$ cat config.mk
export PLATFORM = sky130hd
export DESIGN_NAME = cswap_sort_ctrl
export DESIGN_NICKNAME = d
export VERILOG_FILES = /design/src/rtl/cswap_pkg.sv /design/src/rtl/cswap_word.sv /design/src/rtl/cswap_sort_ctrl.sv
export SDC_FILE = /design/constraint.sdc
export NUM_CORES = 1
export LEC_CHECK = 0
export CAP_MARGIN = 20
export CORE_MARGIN = 4
export CORE_UTILIZATION = 56
export DETAILED_ROUTE_END_ITERATION = 6
export GPL_ROUTABILITY_DRIVEN = 0
export HOLD_SLACK_MARGIN = 0.05
export PLACE_DENSITY = 0.87
export REMOVE_ABC_BUFFERS = 1
export SLEW_MARGIN = 20
export SYNTH_ARGS = -nofsm -noshare
export SYNTH_HDL_FRONTEND = slang
export SYNTH_SLANG_ARGS = --single-unit
$ cat constraint.sdc
create_clock -name clk -period 7 [get_ports clk]
set_input_delay 0.7 -clock clk [delete_from_list [all_inputs] [get_ports clk]]
set_output_delay 0.7 -clock clk [all_outputs]
set_load 0.01 [all_outputs]
$ cat src/rtl/cswap_pkg.sv
// rtl/cswap_pkg.sv - shared states, default sizes and pair-count helper for the compare-swap sorter
package cswap_pkg;

    localparam int CSWAP_DEFAULT_N = 4;
    localparam int CSWAP_DEFAULT_W = 8;

    typedef enum logic [1:0] {
        ST_IDLE = 2'd0,
        ST_SORT = 2'd1,
        ST_DONE = 2'd2
    } cswap_state_e;

    // Number of adjacent compares in a full bubble sort of n words, which is
    // also the largest possible swap count for one job.
    function automatic int cswap_pairs(input int n);
        return (n * (n - 1)) / 2;
    endfunction

endpackage

$ cat src/rtl/cswap_word.sv
// rtl/cswap_word.sv - W-bit combinational controlled swap, ordering a pair ascending
module cswap_word #(
    parameter int W = 8
) (
    input  logic [W-1:0] a_i,
    input  logic [W-1:0] b_i,
    output logic         swap_o,
    output logic [W-1:0] lo_o,
    output logic [W-1:0] hi_o
);

    // Strict compare keeps equal words in place so the sort stays stable.
    assign swap_o = (a_i > b_i);

    // Route (b,a) when swapping, (a,b) otherwise.
    always_comb begin
        lo_o = a_i;
        hi_o = b_i;
        if (swap_o) begin
            lo_o = b_i;
            hi_o = a_i;
        end
    end

endmodule

$ cat src/rtl/cswap_sort_ctrl.sv
// rtl/cswap_sort_ctrl.sv - serial bubble-sort controller, one compare-swap per cycle; optional CSWAP_SORT_EARLY_EXIT_EN
module cswap_sort_ctrl
    import cswap_pkg::*;
#(
    parameter int N = CSWAP_DEFAULT_N,
    parameter int W = CSWAP_DEFAULT_W,
    localparam int SCW = $clog2(cswap_pairs(N) + 1)
) (
    input  logic           clk,
    input  logic           rst_n,
    input  logic           in_valid,
    output logic           in_ready,
    input  logic [N*W-1:0] in_data,
    output logic           out_valid,
    input  logic           out_ready,
    output logic [N*W-1:0] out_data,
    output logic           busy,
    output logic [SCW-1:0] swap_cnt
);

    // Index/pass counters only ever reach N-2, so clog2(N) bits suffice.
    localparam int IW = $clog2(N);
    localparam logic [SCW-1:0] SWAP_MAX = SCW'(cswap_pairs(N));

    cswap_state_e         state_q, state_d;
    logic [N-1:0][W-1:0]  arr_q, arr_d;
    logic [IW-1:0]        i_q, i_d;
    logic [IW-1:0]        p_q, p_d;
    logic [SCW-1:0]       cnt_q, cnt_d;

    logic [IW-1:0]        i_nxt;
    logic [IW-1:0]        last_i;
    logic                 pass_end;
    logic                 last_pass;

    logic [W-1:0]         cmp_a, cmp_b, cmp_lo, cmp_hi;
    logic                 cmp_swap;

`ifdef CSWAP_SORT_EARLY_EXIT_EN
    logic                 pass_swap_q, pass_swap_d;
`endif

    assign i_nxt     = i_q + IW'(1);
    assign last_i    = IW'(N - 2) - p_q;
    assign pass_end  = (i_q == last_i);
    assign last_pass = (p_q == IW'(N - 2));

    assign cmp_a = arr_q[i_q];
    assign cmp_b = arr_q[i_nxt];

    // The single shared comparator walks across the array one pair per cycle.
    cswap_word #(
        .W (W)
    ) u_cswap_word (
        .a_i    (cmp_a),
        .b_i    (cmp_b),
        .swap_o (cmp_swap),
        .lo_o   (cmp_lo),
        .hi_o   (cmp_hi)
    );

    // Handshake and status outputs decode straight from the state register,
    // so an asynchronous reset shows up on them without waiting for a clock.
    assign in_ready  = (state_q == ST_IDLE);
    assign busy      = (state_q == ST_SORT);
    assign out_valid = (state_q == ST_DONE);
    assign out_data  = arr_q;
    assign swap_cnt  = cnt_q;

    // Next-state logic: load in IDLE, one compare-swap per SORT cycle, hold in DONE.
    always_comb begin
        state_d = state_q;
        arr_d   = arr_q;
        i_d     = i_q;
        p_d     = p_q;
        cnt_d   = cnt_q;
`ifdef CSWAP_SORT_EARLY_EXIT_EN
        pass_swap_d = pass_swap_q;
`endif
        case (state_q)
            ST_IDLE: begin
                if (in_valid) begin
                    arr_d   = in_data;
                    cnt_d   = '0;
                    i_d     = '0;
                    p_d     = '0;
`ifdef CSWAP_SORT_EARLY_EXIT_EN
                    pass_swap_d = 1'b0;
`endif
                    state_d = ST_SORT;
                end
            end
            ST_SORT: begin
                if (cmp_swap) begin
                    arr_d[i_q]   = cmp_lo;
                    arr_d[i_nxt] = cmp_hi;
                    if (cnt_q != SWAP_MAX) begin
                        cnt_d = cnt_q + SCW'(1);
                    end
                end
`ifdef CSWAP_SORT_EARLY_EXIT_EN
                pass_swap_d = pass_swap_q | cmp_swap;
`endif
                if (pass_end) begin
                    i_d = '0;
                    p_d = p_q + IW'(1);
`ifdef CSWAP_SORT_EARLY_EXIT_EN
                    pass_swap_d = 1'b0;
                    // A pass with no swaps proves the array is already ordered.
                    if (last_pass || !(pass_swap_q | cmp_swap)) begin
                        p_d     = '0;
                        state_d = ST_DONE;
                    end
`else
                    if (last_pass) begin
                        p_d     = '0;
                        state_d = ST_DONE;
                    end
`endif
                end else begin
                    i_d = i_nxt;
                end
            end
            ST_DONE: begin
                if (out_ready) begin
                    state_d = ST_IDLE;
                end
            end
            default: begin
                state_d = ST_IDLE;
            end
        endcase
    end

    // State and datapath registers; reset drops any job in flight.
    always_ff @(posedge clk or negedge rst_n) begin
        if (!rst_n) begin
            state_q <= ST_IDLE;
            arr_q   <= '0;
            i_q     <= '0;
            p_q     <= '0;
            cnt_q   <= '0;
        end else begin
            state_q <= state_d;
            arr_q   <= arr_d;
            i_q     <= i_d;
            p_q     <= p_d;
            cnt_q   <= cnt_d;
        end
    end

`ifdef CSWAP_SORT_EARLY_EXIT_EN
    // Per-pass flag recording whether any swap happened in the current pass.
    always_ff @(posedge clk or negedge rst_n) begin
        if (!rst_n) begin
            pass_swap_q <= 1'b0;
        end else begin
            pass_swap_q <= pass_swap_d;
        end
    end
`endif

endmodule

==> out/summary.txt <==
Status -> completed
Slew Limit Fails -> 0
Count of different cell masters after synthesis -> 37
R2r worst-path depth -> 13
Sum Neg Setup Slack -> 0 ns
Clock insertion delay at the later pin of the skew report -> 0.30 ns
Period minus WS final -> 5.311 ns
DR vias/cell -> 6.720
Post-synth EDFFs -> 0
HP Class -> input pin to asynchronous set/reset pin
Final setup fails -> 0
CP Capture Type -> flop
Num CTS Buffers -> 5
Syn_area_per_cell -> 8.594 µm²
Initial Util -> 0.5815
# Post-CTS Setup Buffers -> 0
Max cap viols -> 0
F_max -> 0.1883 GHz
First-pass GRT wire length -> 17,200 µm
Clock root cell -> clkbuf_8
RSZ-0062 raised after global routing -> false
Routed Antenna Nets -> 0
Fin. Hold Viols -> 0
Die extent in x -> 86.64 µm
Largest net degree at the start of global routing -> 45
Clk slew on worst S/H paths -> 0.08 ns
Clock Sinks -> 41
Area growth syn-to-layout -> 24.64%
Drt drc -> 0
Chip Height -> 86.64 µm
IO Pins -> 74
Layout cells sized above 1 -> 0.1109
Post-synth top area cell -> dfrtp_1
DR vias -> 3,595
WP data required -> 7.18 ns
Worst Skew -> 0.009538 ns
N_diodes -> 0
Clock buffer depth -> 2
Final nets -> 512
Final WL -> 10,630 µm
H-tree level count -> 2
Top post-synthesis cells by area -> dfrtp_1 (30%), mux4_2 (10%), nand2_1 (8.0%)
Async set-reset flop share out of synthesis -> 1.000
Critical path launch point type -> flop
Tightest Pin Transition -> 1.137 ns
WL/cell -> 19.88 µm
Overall Global Routing Usage -> 0.2897
Critical path class -> flop to flop
Site Rows -> 28
CP Data Arrival Time -> 5.49 ns
Initial antenna violation count -> 0
Die area -> 0.007506 mm²
Max FO, Critical Path -> 42
Synth Register Bits -> 41
HPWL Detailed -> 6960 µm
Top post-synthesis cells by count -> nand2_1 (74), dfrtp_1 (41), and3_1 (32), nor2_1 (24)
Mapped Area -> 0.003463 mm²
Most frequently used cell type in the post-synthesis netlist -> nand2_1
DR iter-0 viols -> 456
Yosys top cell area share -> 0.2962
Core area -> 0.005956 mm²
Register area share after synthesis -> 0.2962
CTS resizes -> 0
PortBufs -> 73
Total global routing overflow -> 0
YS warnings -> 0
Syn Inst Count -> 403
Period utilization -> 0.7587
Synth Flop Type -> dfrtp_1
Vias in the first global route -> 3,553
Relative slew slack -> 0.2407
CTS tree -> done
CTS Hold Buffers Added -> 0
DRT Pass-1 Iters -> 5
layout make-up:
class                           instances  area, µm²
Clock buffer                            7      86.33
Clock inverter                          1      30.03
Fill cell                             484       1639
Inverter                               14      52.55
Multi-Input combinational cell        316       2241
Sequential cell                        41       1027
Tap cell                               75      93.84
Timing Repair Buffer                   81      785.8
worst max-delay path, cell delays in order (launching register included):
cell and delay [ns]:
dfrtp_1 0.76, inv_1 0.17, ha_1 0.74, mux4_2 0.66, inv_1 0.09, ha_1 0.26
nor2b_1 0.16, o211ai_1 0.22, a21oi_2 0.13, a21oi_4 0.77, buf_4 0.40, mux2_2 0.38
a221oi_1 0.34, o21ai_1 0.11
sequential cells by signal, summed over array words and instances (netlist names):
name      flops
state_q       2
swap_cnt      3
p_q           2
i_q           2
out_data     32
kinds of logic after synthesis:
logic type	share of synthesized area
flops	0.2962
buf+inv	0.06322
fa+ha+maj	0.06142
compound gates	0.1875
xor+xnor	0.005059
simple gates	0.2207
mux	0.1658
final timing paths:
check | from | to | slack, ns
setup / recovery | i_q[1]$_DFFE_PN0P_ | out_data[0]$_DFFE_PN0P_ | 1.69
hold / removal | rst_n | out_data[13]$_DFFE_PN0P_ | 0.53
setup reg to reg | i_q[1]$_DFFE_PN0P_ | out_data[0]$_DFFE_PN0P_ | 1.69
hold reg to reg | out_data[14]$_DFFE_PN0P_ | out_data[14]$_DFFE_PN0P_ | 0.55
max in group asynchronous | rst_n | i_q[0]$_DFFE_PN0P_ | 5.83
min in group clk | out_data[14]$_DFFE_PN0P_ | out_data[14]$_DFFE_PN0P_ | 0.55
stage by stage:
stage / util / area, µm² / instances / worst slack (ns) / hold slack (ns)
after global routing: 0.7248 / 4317 / 535 / 1.398 / 0.5872
final: 0.7248 / 4317 / 535 / 1.689 / 0.5342
after global placement: 0.7029 / 4187 / 526 / 1.825 / 0.5157
after floorplan: - / 3297 / 371 / 1.914 / 0.4044
after detailed placement: 0.7038 / 4192 / 526 / 1.564 / 0.5239
after CTS: 0.7233 / 4308 / 534 / 1.435 / 0.5455
metal layers:
metal	routed length (µm)	GRT usage	up-vias
li1	-	-	1601
met1	4067	0.3693	1717
met2	5131	0.4798	241
met3	1061	0.04468	36
met4	374	0.1402	0
met5	0	0	-
cells in the final DEF, fill, tap and decap left out, drive strengths merged, types with 16 or more instances in the layout:
| cell | synthesis | routed |
|---|---|---|
| o31ai | 21 | 21 |
| ha | 17 | 17 |
| clkdlybuf4s50 | 0 | 72 |
| dfrtp | 41 | 41 |
| o21ai | 37 | 37 |
| mux4 | 16 | 16 |
| a21oi | 22 | 22 |
| mux2 | 18 | 18 |
| and3 | 32 | 32 |
| nand2 | 74 | 74 |
| nor2 | 24 | 24 |
| a221oi | 16 | 16 |
| nor4 | 16 | 16 |
Power is not shown: default switching activity piles up to over one toggle a cycle in this logic, so the estimate is an artifact.
